`src/rtl/fetch_sequencer.sv`:
```
// Instruction fetch sequencer: issues PC-ordered reads to a synchronous imem, buffers
// returned words with their PCs and hands them to the decoder over valid/ready.
module fetch_sequencer #(
  parameter int unsigned DATAPATH_WIDTH  = 64,
  parameter int unsigned INST_ADDR_WIDTH = 9,
  parameter int unsigned FIFO_DEPTH      = 4
) (
  input  logic                       clk,
  input  logic                       rst_n,
  input  logic                       start,
  input  logic [INST_ADDR_WIDTH-1:0] start_pc,
  input  logic                       halt,
  input  logic                       redirect_valid,
  input  logic [INST_ADDR_WIDTH-1:0] redirect_pc,
  output logic                       imem_rd_en,
  output logic [INST_ADDR_WIDTH-1:0] imem_addr,
  input  logic [DATAPATH_WIDTH-1:0]  imem_rdata,
  output logic [DATAPATH_WIDTH-1:0]  inst_out,
  output logic [INST_ADDR_WIDTH-1:0] pc_out,
  output logic                       inst_valid,
  input  logic                       inst_ready,
  output logic                       busy,
  output logic [1:0]                 state_out
);

  localparam int unsigned PTR_W = $clog2(FIFO_DEPTH);
  localparam int unsigned CNT_W = PTR_W + 1;

  typedef enum logic [1:0] {
    IDLE  = 2'd0,
    RUN   = 2'd1,
    DRAIN = 2'd2
  } state_t;

  typedef struct packed {
    logic [INST_ADDR_WIDTH-1:0] pc;
    logic [DATAPATH_WIDTH-1:0]  inst;
  } entry_t;

  state_t                     state_q, state_d;
  logic                       busy_q;
  logic [INST_ADDR_WIDTH-1:0] pc_q, pc_d;
  logic                       inflight_q;
  logic [INST_ADDR_WIDTH-1:0] inflight_pc_q;
  entry_t                     fifo_q [FIFO_DEPTH];
  logic [PTR_W-1:0]           wr_ptr_q, rd_ptr_q;
  logic [CNT_W-1:0]           count_q;
  logic                       issue, flush, push, pop;
  entry_t                     head;

  // Next-state, PC and issue decision from registered occupancy
  always_comb begin
    state_d = state_q;
    pc_d    = pc_q;
    issue   = 1'b0;
    flush   = 1'b0;
    case (state_q)
      IDLE: begin
        if (start) begin
          state_d = RUN;
          pc_d    = start_pc;
        end
      end
      RUN: begin
        flush = redirect_valid;
        issue = !redirect_valid &&
                ((count_q + CNT_W'(inflight_q)) < CNT_W'(FIFO_DEPTH));
        if (redirect_valid) pc_d = redirect_pc;
        else if (issue)     pc_d = pc_q + INST_ADDR_WIDTH'(1);
        if (halt) state_d = DRAIN;
      end
      DRAIN: begin
        if ((count_q == '0) && !inflight_q) state_d = IDLE;
      end
      default: state_d = IDLE;
    endcase
  end

  assign push = inflight_q && !flush;
  assign pop  = inst_valid && inst_ready;
  assign head = fifo_q[rd_ptr_q];

  assign imem_rd_en = issue;
  assign imem_addr  = pc_q;
  assign inst_valid = (count_q != '0);
  assign inst_out   = inst_valid ? head.inst : '0;
  assign pc_out     = inst_valid ? head.pc : '0;
  assign busy       = busy_q;
  assign state_out  = state_q;

  always_ff @(posedge clk or negedge rst_n) begin
    if (!rst_n) begin
      state_q       <= IDLE;
      busy_q        <= 1'b0;
      pc_q          <= '0;
      inflight_q    <= 1'b0;
      inflight_pc_q <= '0;
    end else begin
      state_q    <= state_d;
      busy_q     <= (state_d != IDLE);
      pc_q       <= pc_d;
      inflight_q <= issue;
      if (issue) inflight_pc_q <= pc_q;
    end
  end

  // Occupancy tracking; a redirect drops every buffered entry
  always_ff @(posedge clk or negedge rst_n) begin
    if (!rst_n) begin
      wr_ptr_q <= '0;
      rd_ptr_q <= '0;
      count_q  <= '0;
    end else if (flush) begin
      wr_ptr_q <= '0;
      rd_ptr_q <= '0;
      count_q  <= '0;
    end else begin
      if (push) wr_ptr_q <= wr_ptr_q + PTR_W'(1);
      if (pop)  rd_ptr_q <= rd_ptr_q + PTR_W'(1);
      case ({push, pop})
        2'b10:   count_q <= count_q + CNT_W'(1);
        2'b01:   count_q <= count_q - CNT_W'(1);
        default: count_q <= count_q;
      endcase
    end
  end

  // Storage needs no reset: entries are only observed while counted valid
  always_ff @(posedge clk) begin
    if (push) fifo_q[wr_ptr_q] <= '{pc: inflight_pc_q, inst: imem_rdata};
  end

endmodule
```
`config.mk`:
```
export PLATFORM = sky130hd
export DESIGN_NAME = fetch_sequencer
export DESIGN_NICKNAME = d
export VERILOG_FILES = /design/src/rtl/fetch_sequencer.sv
export SDC_FILE = /design/constraint.sdc
export NUM_CORES = 1
export LEC_CHECK = 0
export BUFFER_PORTS_ARGS = -buffer_cell sky130_fd_sc_hd__buf_2
export CAP_MARGIN = 20
export CORE_MARGIN = 8
export CORE_UTILIZATION = 45
export CTS_BUF_LIST = sky130_fd_sc_hd__clkbuf_16
export DETAILED_ROUTE_END_ITERATION = 10
export PLACE_DENSITY = 0.75
export SKIP_LAST_GASP = 1
export SLEW_MARGIN = 5
export SYNTH_ARGS = -nofsm -noshare
export SYNTH_HDL_FRONTEND = slang
export SYNTH_SLANG_ARGS = --single-unit
```
`constraint.sdc`:
```
create_clock -name clk -period 8.4 [get_ports clk]
set_clock_uncertainty 0.2 [all_clocks]
set_input_delay 1.68 -clock clk [delete_from_list [all_inputs] [get_ports clk]]
set_output_delay 1.68 -clock clk [all_outputs]
set_load 0.02 [all_outputs]
```
After elaboration in Yosys (flattened, before gate mapping)
Memory sizes are Yosys's and may differ from the RTL's.
Index checks and enable logic that the tools add are counted.
{"block": "op_classes", "n_addsub": 6, "order_cmp": 1, "eq_ne": 6, "n_mux": 20, "reduce_logical": 16}
{"op": "$mux W64", "n": 1}
{"op": "$mux W9", "n": 4}
{"op": "$pmux W9 S2", "n": 1}
{"op": "$mux W2", "n": 7}
{"op": "$add A9 B1 Y9 const B", "n": 1}
{"op": "$reduce_bool A2 Y1", "n": 4}
{"op": "$pmux W2 S3", "n": 1}
{"op": "$pmux W3 S2", "n": 1}
{"op": "$reduce_bool A3 Y1", "n": 2}
{"op": "$add A2 B1 Y2 const B", "n": 2}
{"op": "$eq A2 B1 Y1 const B", "n": 2}
{"op": "$eq A2 B2 Y1 const B", "n": 2}
{"op": "$logic_and A1 B1 Y1", "n": 4}
{"op": "$mux W1", "n": 4}
{"op": "$add A3 B1 Y3", "n": 1}
{"op": "$add A3 B1 Y3 const B", "n": 1}
{"op": "$logic_not A1 Y1", "n": 3}
{"op": "$logic_not A3 Y1", "n": 1}
{"op": "$lt A3 B3 Y1 const B", "n": 1}
{"op": "$mux W3", "n": 1}
{"op": "$ne A3 B3 Y1 const B", "n": 1}
{"op": "$reduce_and A3 Y1", "n": 1}
{"op": "$sub A3 B1 Y3 const B", "n": 1}
{"op": "$logic_not A2 Y1", "n": 1}
{"op": "$ne A2 B2 Y1 const B", "n": 1}
{"block": "totals", "register_bits": 29, "mem_bits_rw": 292, "inputBits": 88, "output_inout_bits": 87, "word_cells": 58, "memories": 1}
{"name": "fifo_q", "words": 4, "width": 73, "read_ports": 1, "rd_ports_with_merged_regs": 0, "wr": 1, "line_no": "45", "rtl": "entry_t fifo_q [FIFO_DEPTH];"}

Longest topological paths before layout
{"block": "logic_depth", "depth_word": 7, "ltp_mapped": 8, "ltp_nobuf": 7}

Worst setup path after synthesis
Ideal clock, no wire load.
{"block": "synth_path", "kind": "input-to-reg", "start": "in redirect_valid", "end": "mem fifo_q[0][0] in the netlist's numbering (enable)", "setup_ns": 0.440, "arrival_ns": 3.751, "t_required_ns": 7.760, "slack_ns": 4.009, "stages": 3, "n_path_buf": 1, "path_cell_list": "clkbuf_1 nand2_1 and3_1"}
{"block": "synth_between", "elab_chain_len": 5}
{"item": "from (decl)", "line_no": "13", "rtl": "input logic redirect_valid,"}
{"item": "$mux W1", "line_no": "57", "rtl": "case (state_q)"}
{"item": "$logic_not A1 Y1", "line_no": "79", "rtl": "assign push = inflight_q && !flush;"}
{"item": "$logic_and A1 B1 Y1", "line_no": "79"}
{"item": "$mux W1", "line_no": "130", "rtl": "if (push) fifo_q[wr_ptr_q] <= '{pc: inflight_pc_q, inst: imem_rdata};"}
{"item": "$mux W1 (not written as such)", "line_no": "130"}
{"item": "to (decl)", "line_no": "45"}
Every way passes these cells.

Final worst setup path
{"block": "layout_path", "start": "in redirect_valid", "end": "out imem_rd_en"}
{"block": "layout_between", "elab_chain_len": 3}
{"item": "$logic_not A1 Y1", "line_no": "66", "rtl": "issue = !redirect_valid &&"}
{"item": "$logic_and A1 B1 Y1", "line_no": "66"}
{"item": "$mux W1", "line_no": "57"}
{"item": "to (decl)", "line_no": "15", "rtl": "output logic imem_rd_en,"}
Every way passes these cells.

==> results_dict.tcl <==
set metrics [dict create \
    vias 6341 \
    grt_setup_unrepaired "no" \
    die_w_um 184 \
    reg2reg_from "state_out[0]" \
    hold_viol 0 \
    r2r_end "fifo_q[1][45]" \
    antenna_found_initial 0 \
    grt_usage_pct 15.0 \
    rows 61 \
    drt-initial-drc-count 294 \
    min_path_cells 0 \
    place_hpwl_mm 15.7 \
    synth_edf_count 292 \
    total_leakage_power_nw 5.33 \
    hold_start "inflight_pc_q[1]" \
    drc 0 \
    synth_cells 624 \
    status "finished, final reports clean" \
    grt_overflow_total 0 \
    cts_max_level 2 \
    grt_pass1_vias 6949 \
    clkSinkCount 321 \
    port_buffers 174 \
    path_delay_family "simple AND/OR/NAND/NOR gates" \
    start_util_pct 45.6 \
    cp_slowest_stage_delay_ps 290 \
    cp.required_ps 6520 \
    cp_cell_sequence "buf_2, nor2_1, nand2_2, inv_1, buf_2" \
    die_area_sq_um 33700 \
    finalNonFillerCells 1213 \
    drt_pass1_iterations 4 \
    cts_tree "yes" \
    period_share_pct 54.6 \
    clock_path_buffers 3 \
    cts_hold_buf 0 \
    finalSetupViolCount 0 \
    crit_top_cell "buf_2" \
    die_h_um 184 \
    cp_max_fo 17 \
    rr_worst_depth 4 \
    relSlewSlack_pct 30.9 \
    insertion_delay_ps 500 \
    synthFlopType "edfxtp_1" \
    hold_ws_ps 313 \
    cts_root_buffer "clkbuf_16" \
    ir_drop_mv 0.242 \
    yosysSeqAreaShare_pct 75.1 \
    worst_slew_pin_slew_ps 1040 \
    cp_num_buf_inv 3 \
    syn_to_final_growth_pct 18.5 \
    drv_cap 0 \
    antenna_cells 0 \
    viasPerCell 5.23 \
    dp_cells 1150 \
    avgSynthCellArea_sq_um 20.3 \
    drive_above_1_share_pct 38.8 \
    p_per_area_nw_per_um2 344 \
    fin_area_sq_um 15000 \
    ant_nets 0 \
    ys_seq_elements 321 \
    final_max_slew_viol_count 0 \
    grt_max_degree 69 \
    io_pins 175 \
    r2r_setup_slack_ps 5580 \
    post_cts_resized 0 \
    min_period_ps 4580 \
    place_congestion 0.864 \
    cts_setup_buffers 0 \
    place_area_sq_um 13900 \
    synthArstFlopShare_pct 9.03 \
    wl_mm 25.1 \
    hp-class "reg2reg" \
    clk_pin_slew_ps 60 \
    detail_route.wl_per_cell_um 20.7 \
    arrival_ps 2700 \
    cp-end-kind "primary output" \
    grt_pass1_wl_mm 39.2 \
    synth_cell_types 45 \
    power_mw 5.15 \
    num-nets-final 903 \
    crit_type "in2out" \
    critical_path.startpoint_type "primary input" \
    cts_buffers 34 \
    fin_tns_setup_ps 0 \
    core_sq_um 27700 \
    yosysWarnings 0 \
    max_freq_mhz 218 \
    holdPathEnd "fifo_q[3][65]" \
    synth_fp_nets 718 \
    syn_area_sq_um 12600 \
    cp_slowest_cell "nor2_1" \
]
==> where the power goes <==
group	leakage, nW	internal, mW	switching, mW
clock network	0.555	0.806	0.580
logic	1.78	0.740	0.970
registers	2.99	1.92	0.134
==> stage by stage <==
| step | utilization [%] | worst slack, ps |
|---|---|---|
| floorplan | - | 4010 |
| global placement | 50.2 | 3750 |
| detailed placement | 50.2 | 3730 |
| CTS | 54.0 | 3180 |
| global route | 54.1 | 3710 |
| finish | 54.1 | 3820 |
==> worst max-delay path by stage <==
stage | from | to | slack, ps | cells past startpoint
2_1_floorplan | redirect_valid | fifo_q[0][0] | 4010 | 3
3_3_place_gp | rd_ptr_q[0] | pc_out[8] | 3750 | 4
3_5_place_dp | rd_ptr_q[0] | inst_out[43] | 3730 | 4
4_1_cts | rd_ptr_q[0] | inst_out[43] | 3180 | 4
5_1_grt | redirect_valid | imem_rd_en | 3710 | 5
6_report | redirect_valid | imem_rd_en | 3820 | 5
==> layout make-up <==
| type | count | area (sq um) |
|---|---|---|
| sequential | 321 | 9500 |
| timing repair buffer | 182 | 951 |
| tap | 378 | 473 |
| inverter | 4 | 15.0 |
| clock buffer | 34 | 851 |
| multi-input combinational | 266 | 2990 |
| clock inverter | 28 | 208 |
| fill | 2145 | 12700 |
==> cell usage after synthesis, types with 3 or more instances <==
cell	instances	area, sq um
a211o_1	3	26.3
a21oi_1	6	30.0
a22o_1	3	26.3
and2_1	76	475
and3_1	9	56.3
and4b_1	3	30.0
buf_1	4	15.0
buf_2	7	35.0
buf_4	5	37.5
clkbuf_1	15	56.3
dfrtp_1	29	726
edfxtp_1	292	8770
ha_1	5	62.6
inv_1	4	15.0
mux2_2	9	101
mux2i_1	6	60.1
mux4_2	73	1640
nand2_1	6	22.5
nand3_1	5	25.0
nor2_1	11	41.3
nor3b_1	3	22.5
o21ai_0	13	65.1
o31ai_1	5	37.5
or2_2	3	18.8
xor2_1	4	35.0
==> logic make-up after synthesis <==
| kind of cell | after synthesis | share of synthesized area, % |
|---|---|---|
| compound gates | 39 | 2.10 |
| xor+xnor | 6 | 0.416 |
| fa+ha+maj | 6 | 0.653 |
| buf+inv | 37 | 1.43 |
| flops | 321 | 75.1 |
| mux | 88 | 14.3 |
| simple gates | 127 | 6.05 |
==> state kept, by name, summed over array words and instances (netlist names) <==
name           count
fifo_q           292
imem_addr          9
inflight_pc_q      9
count_q            3
rd_ptr_q           2
state_out          2
wr_ptr_q           2
busy               1
inflight_q         1
==> cell usage in the layout, fill, tap and decap left out, drive strengths merged, types with 7 or more instances in the layout <==
cell type / instances
inv: 16
mux4: 73
and3: 9
nand2: 7
o21ai: 14
clkinv: 13
buf: 182
dfrtp: 29
mux2: 9
edfxtp: 292
nor2: 11
and2: 76
clkbuf: 34
==> routing by layer <==
metal | part of all wire, % | vias up | global-route usage (%)
li1 | - | 2884 | -
met1 | 42 | 3208 | 19.6
met2 | 49 | 219 | 25.0
met3 | 7.1 | 30 | 3.66
met4 | 1.4 | 0 | 3.51
met5 | 0 | - | 0
Note: power is estimated with default switching activity, not from simulation.
